$ cat config.mk
export PLATFORM = sky130hd
export DESIGN_NAME = asym_fifo_ctrl_w8r32
export DESIGN_NICKNAME = d
export VERILOG_FILES = /design/src/rtl/asym_fifo_ctrl_w8r32.sv
export SDC_FILE = /design/constraint.sdc
export NUM_CORES = 2
export LEC_CHECK = 0
export CAP_MARGIN = 25
export CORE_ASPECT_RATIO = 1.75
export CORE_MARGIN = 4
export CORE_UTILIZATION = 65
export CTS_BUF_LIST = sky130_fd_sc_hd__clkbuf_4 sky130_fd_sc_hd__clkbuf_8
export CTS_CLUSTER_SIZE = 8
export DETAILED_ROUTE_END_ITERATION = 8
export PLACE_DENSITY_LB_ADDON = 0.25
export SKIP_CTS_REPAIR_TIMING = 1
export SYNTH_ARGS = -nofsm -noshare
export SYNTH_HDL_FRONTEND = slang
export SYNTH_SLANG_ARGS = --single-unit
$ cat constraint.sdc
create_clock -name clk -period 3.4 [get_ports clk]
set_input_delay 0.68 -clock clk [delete_from_list [all_inputs] [get_ports clk]]
set_output_delay 0.68 -clock clk [all_outputs]
set_load 0.03 [all_outputs]
$ cat src/rtl/asym_fifo_ctrl_w8r32.sv
// Byte-in / word-out FIFO controller: 8-bit write port, 32-bit little-endian read port.
// Optional sticky overflow/underflow flags are enabled by defining ASYM_FIFO_ERR_FLAGS_EN.
module asym_fifo_ctrl_w8r32 #(
   parameter int WORDS_LOG2 = 6
) (
   input  logic                  clk,
   input  logic                  rst,
   input  logic                  flush,
   input  logic                  wr_valid,
   input  logic [7:0]            wr_data,
   output logic                  wr_ready,
   output logic                  rd_valid,
   output logic [31:0]           rd_data,
   input  logic                  rd_ready,
   output logic [WORDS_LOG2+2:0] level,
   output logic                  empty
`ifdef ASYM_FIFO_ERR_FLAGS_EN
   ,
   output logic                  overflow,
   output logic                  underflow
`endif
);

   localparam int LW    = WORDS_LOG2 + 3;
   localparam int BYTES = 1 << (WORDS_LOG2 + 2);
   localparam logic [LW-1:0] CAP  = LW'(BYTES);
   localparam logic [LW-1:0] FOUR = LW'(4);

   logic [7:0]            mem [BYTES];
   logic [WORDS_LOG2+1:0] wr_ptr;
   logic [WORDS_LOG2-1:0] rd_ptr;
   logic                  fetch_pending;
   logic [31:0]           fetch_word;
   logic                  wr_acc;
   logic                  fetch;
   logic [LW-1:0]         level_nxt;

   assign wr_ready = (level != CAP) && !flush;
   assign wr_acc   = wr_valid && wr_ready;
   // A new fetch may only issue when the output register will be free at the load edge.
   assign fetch    = (level >= FOUR) && !fetch_pending && (!rd_valid || rd_ready) && !flush;
   assign empty    = (level < FOUR) && !rd_valid && !fetch_pending;

   always_comb begin
      level_nxt = level;
      if (wr_acc) level_nxt = level_nxt + LW'(1);
      if (fetch)  level_nxt = level_nxt - FOUR;
   end

   // The write address is always a free slot, so it never aliases the word being fetched.
   always_ff @(posedge clk) begin
      if (wr_acc) mem[wr_ptr] <= wr_data;
      if (fetch)
         fetch_word <= {mem[{rd_ptr, 2'b11}], mem[{rd_ptr, 2'b10}],
                        mem[{rd_ptr, 2'b01}], mem[{rd_ptr, 2'b00}]};
   end

   always_ff @(posedge clk or posedge rst) begin
      if (rst) begin
         wr_ptr        <= '0;
         rd_ptr        <= '0;
         level         <= '0;
         fetch_pending <= 1'b0;
         rd_valid      <= 1'b0;
         rd_data       <= '0;
      end else if (flush) begin
         wr_ptr        <= '0;
         rd_ptr        <= '0;
         level         <= '0;
         fetch_pending <= 1'b0;
         rd_valid      <= 1'b0;
      end else begin
         if (wr_acc) wr_ptr <= wr_ptr + 1'b1;
         if (fetch)  rd_ptr <= rd_ptr + 1'b1;
         level         <= level_nxt;
         fetch_pending <= fetch;
         if (fetch_pending) begin
            rd_data  <= fetch_word;
            rd_valid <= 1'b1;
         end else if (rd_valid && rd_ready) begin
            rd_valid <= 1'b0;
         end
      end
   end

`ifdef ASYM_FIFO_ERR_FLAGS_EN
   always_ff @(posedge clk or posedge rst) begin
      if (rst) begin
         overflow  <= 1'b0;
         underflow <= 1'b0;
      end else if (flush) begin
         overflow  <= 1'b0;
         underflow <= 1'b0;
      end else begin
         if (wr_valid && !wr_ready) overflow  <= 1'b1;
         if (rd_ready && !rd_valid) underflow <= 1'b1;
      end
   end
`endif

endmodule

Word-level counts from Yosys, hierarchy flattened --
Memory sizes are Yosys's and may differ from the RTL's. A register that Yosys moved wholly into a read port is not among the register bits. Cells that the tools add are included. Widths: inputs -> output; s select.
Operators by class: bitwise logic cells 1, add/sub/neg operators 4, multiply operators 0, shifts and indexed selects 0, div/mod/pow operators 0, reduce and logical (&&, ||, !) cells 16, equal/unequal tests 1, multiplexer cells 13, $lt $le $gt $ge 2
Operators by type and width (count):
- $mux 9 | 3
- $mux 8 | 2
- $mux 6 | 2
- $add 9x1->9 const B | 1
- $ge 9x3->1 const B | 1
- $lt 9x3->1 const B | 1
- $ne 9x9->1 const B | 1
- $sub 9x3->9 const B | 1
- $add 8x1->8 const B | 1
- $logic_and 1x1->1 | 8
- $add 6x1->6 const B | 1
- $mux 1 | 6
- $reduce_bool 2->1 | 2
- $logic_not 1->1 | 3
- $reduce_bool 3->1 | 1
- $reduce_and 2->1 | 1
- $logic_or 1x1->1 | 1
- $not 1->1 | 1
Word-level totals: latch bits 0, bits of input ports 13, memories 1, bits in writable memories 2048, logic and storage cells 44, output and inout port bits 44, flip-flop bits (word level) 57, bits in read-only memories 0
Memory list:
- mem | words 256, width 8, rd ports 4, clocked after memory_dff 4, write ports 1, line 29 | logic [7:0] mem [BYTES];

Longest topological paths before layout --
depth after elaboration 7, depth in mapped cells 12, gate-level depth less buffers 8

Least setup slack after synthesis --
No wires, ideal clock.
path kind flip-flop to flip-flop, start point register level[4], end point register fetch_word[0], read port of mem (enable), setup time 421 ps, path buffers 1, clock period less this slack 2920 ps, cell stages (with the launch flop) 5, data arrival time 2499 ps, required time 2979 ps, path slack 480 ps, cells stage by stage dfrtp_1 -> clkbuf_1 -> or4_1 -> o211ai_2 -> nor2_1
On the way: longest elaborated chain between the ends 4
Ends and longest elaborated chain:
- start, declared | line 15 | output logic [WORDS_LOG2+2:0] level,
- start signal, assigned | line 75 | level <= level_nxt;
- $ge 9x3->1 | line 41 | assign fetch = (level >= FOUR) && !fetch_pending && (!rd_valid || rd_ready) && !flush;
- $logic_and 1x1->1 (3 in series) | line 41
- end, declared | line 33 | logic [31:0] fetch_word;
No other way between the ends. A chain may end at the register's enable or synchronous reset.

Worst setup path after layout --
start point register level[6], end point output empty
On the way: longest elaborated chain between the ends 3
Ends and longest elaborated chain:
- $lt 9x3->1 | line 42 | assign empty = (level < FOUR) && !rd_valid && !fetch_pending;
- $logic_and 1x1->1 (2 in series) | line 42
- end, declared | line 16 | output logic empty
No other way between the ends.

==> impl_metrics.yaml <==
clock_network:
  worst_skew_pair.late_latency_ps: 1010
  clkSlewWorstSetupHoldPaths_ps: 60
  clock_path_buffers: 4
  ctsRootBufferMaster: "clkbuf_8"
  cts_num_sinks: 2137
  htree_levels: 5
  clock_tree_from_tritoncts: "yes"
  cts_inserted_buffers: 322
detailed_routing:
  antenna_violating_nets_post_route: 0
  detailedRoute.firstPassIterationCount: 6
  drt-total-wl_mm: 214
  initialDrtViolationCount: 5683
  via_count: 43600
  drc: 0
  avgRoutedWirePerCell_um: 33.6
  via_per_inst: 6.86
power_and_ir_drop:
  p_int_mw: 45.8
  power.sequential.fraction: 0.474
  comb_power_share: 0.223
  vdd_drop_max_uv: 593
  switching_fraction: 0.272
  power_leakage_nw: 29.9
  switch_pwr_mw: 17.1
  power-per-cell-area_nw_per_um2: 671
  clock_power_share: 0.303
layout:
  layout.nets: 4584
  design_area_sq_um: 93800
  areaGrowthSynthToFinish_pct: 14.1
  fill_cells: 6657
  drive_gt1_frac: 0.324
  final_std_cells_w_o_fill: 6353
  final_util: 0.747
synth:
  top_cells_by_area_in_the_synthesized_netlist: "edfxtp_1 76%, mux4_2 13%, dfrtp_1 1.7%"
  synth_top_area_cell: "edfxtp_1"
  synth-async-reset-ratio: 0.0267
  synthDominantCellAreaShare: 0.760
  syn-cell-area_sq_um: 82200
  postSynth.topFlopCell: "edfxtp_1"
  synth.lib_cells_used.distinct: 64
  synth_nets: 3914
  syn_avg_cell_area_sq_um: 21.1
  ys_seq_area_frac: 0.777
  netlist_instances: 3894
  yosysWarningCount: 0
  postSynthRegisterBits: 2137
  synth-edff-count: 2080
sta:
  report.final.slew_viol_count: 0
  timing.final.setup_violations: 0
  highest_clock_rate_mhz: 303
  report.final.hold_viol_count: 0
  worst-slew-pin-transition_ps: 1140
  period_share: 0.969
  setup_total_negative_slack_ps: 0
  final.min_clock_period_ps: 3290
  clock-skew-final_ps: 66.4
  slew_headroom: 0.240
  grt_setup_unrepaired: "no"
floorplan:
  top_level_ports: 57
  die-area_sq_um: 132000
  std_cell_rows: 172
  die_x_um: 277
  initial_utilization: 0.654
  die_h_um: 478
  placeableCoreArea_sq_um: 126000
critical_path:
  worst-endpoint-required_ps: 2720
  cell_by_cell_listing_of_the_critical_path: "or4_1 -> nor4_1 -> buf_2"
  start_kind: "register"
  critical_path.max_stage_delay_ps: 620
  critical_path_class: "reg2out"
  critical_path.top_delay_family: "simple AND/OR/NAND/NOR gates"
  crit_slowest_cell: "or4_1"
  worstPathArrival_ps: 2610
  cp_num_buf_inv: 1
  cp-end-kind: "output pin"
  critical_path_peak_fanout: 4
global_routing:
  gr-total-overflow: 0
  grt_antenna_before_repair: 7
  global_route_wire_length_before_repair_mm: 310
  grt_pass1_vias: 45100
  grt_util_all_layers: 0.328
  largest_net_degree_at_the_start_of_global_routing: 94
placed_design:
  portBuffers: 56
  routabilityCongestion: 0.889
  total_placed_cells_including_tap_cells: 5893
  place_area_sq_um: 88300
  detailed_placement_hpwl_mm: 140
outcome:
  status: "finished, final reports clean"
job:
  drv_cap: 0
hold_path:
  hold_path_class: "in2async"
## tightest hold or removal path, cell delays in order
cell and delay [ps]:
clkdlybuf4s50_1 420, clkinv_2 70, buf_12 290
## placed cells by master (no fill, tap or decap), types with 43 or more instances in the layout
cell	netlist	routed
edfxtp_1	2080	2080
mux4_2	484	484
buf_4	18	464
clkbuf_8	0	336
nor2_1	314	308
a22oi_1	172	172
clkbuf_4	0	117
a21oi_1	74	74
nand2_1	74	74
mux2i_1	65	65
buf_12	0	57
dfrtp_1	57	53
nand3_1	48	48
clkdlybuf4s50_1	0	46
o22ai_1	43	43
## layer usage
metal / up-vias / GRT usage / wire (um)
li1: 17500 / - / -
met1: 22300 / 0.397 / 66600
met2: 3016 / 0.540 / 108000
met3: 754 / 0.0687 / 21400
met4: 10 / 0.216 / 17800
met5: - / 0 / 69
## registers in the layout (all words and copies together) (netlist names)
register / count
fetch_pending: 1
fetch_word: 32
level: 9
mem: 2048
rd_data: 32
rd_ptr: 6
rd_valid: 1
wr_ptr: 8
## logic make-up after synthesis
group	Yosys count	share of synthesized area
flip-flops	2137	0.777
multiplexers	582	0.145
AND/OR/NAND/NOR	562	0.0306
AO/OA/AOI/OAI	348	0.0292
buffers and inverters	239	0.0151
XOR/XNOR	19	0.00202
adder cells (fa/ha/maj)	7	0.00107
## stage by stage
step | setup WS, ps | hold slack [ps] | power, mW
final | 105 | 47.5 | 62.9
after global routing | 7.95 | 44.0 | 65.0
after CTS | -462 | 35.5 | 63.1
after detailed placement | 9.00 | 466 | 44.4
after global placement | 62.0 | 461 | 44.1
after floorplan | 480 | 454 | 39.2
## power groups by stage
stage / clock, mW / sequential, mW / combinational [mW]
5_1_grt: 20.5 / 29.9 / 14.6
3_3_place_gp: 0 / 30.4 / 13.8
4_1_cts: 19.2 / 29.8 / 14.1
6_report: 19.1 / 29.8 / 14.0
3_5_place_dp: 0 / 30.4 / 14.0
2_1_floorplan: 0 / 30.6 / 8.58
## final timing paths
path | slack, ps | depth (start not counted) | from | end
max | 110 | 3 | level[6]$_DFF_PP0_ | empty
min | 50 | 3 | rst | rd_data[3]$_DFFE_PP0P_
max reg2reg | 110 | 8 | rd_ptr[2]$_DFFE_PP0P_ | fetch_word[8]$_DFFE_PN_
min reg2reg | 480 | 1 | fetch_word[25]$_DFFE_PN_ | rd_data[25]$_DFFE_PP0P_
max in group asynchronous | 2920 | 3 | rst | rd_ptr[0]$_DFFE_PP0P_
min in group clk | 160 | 1 | wr_data[2] | mem[126][2]$_DFFE_PP_
## layout make-up
type | instances | area, sq um | share of cell area
antenna | 3 | 7.51 | 0.0000800
clock inverter | 11 | 70.1 | 0.000747
timing repair buffer | 576 | 5200 | 0.0554
inverter | 9 | 35.0 | 0.000373
tap | 1653 | 2070 | 0.0220
sequential | 2137 | 63900 | 0.681
clock buffer | 446 | 5410 | 0.0576
multi-input combinational | 1518 | 17100 | 0.183
## synth_stat cells (all sizes together) (3+ instances only)
cell type and instances:
o22ai 43, mux2i 65, inv 9, nor2 314
and4 5, dfrtp 57, buf 112, xnor2 10
mux4 484, nor3 27, xor2 9, a2111oi 3
nand3 48, o21ai 7, and2 4, or2 3
nand4 23, mux2 33, nor2b 20, o221ai 3
a32oi 5, a21oi 75, or4 18, ha 7
clkbuf 118, and3 3, nand2b 9, a31oi 7
a22oi 172, a221oi 4, a22o 7, edfxtp 2080
nor4 5, o31ai 5, nand2 74
Power figures use the tool's default switching activity.
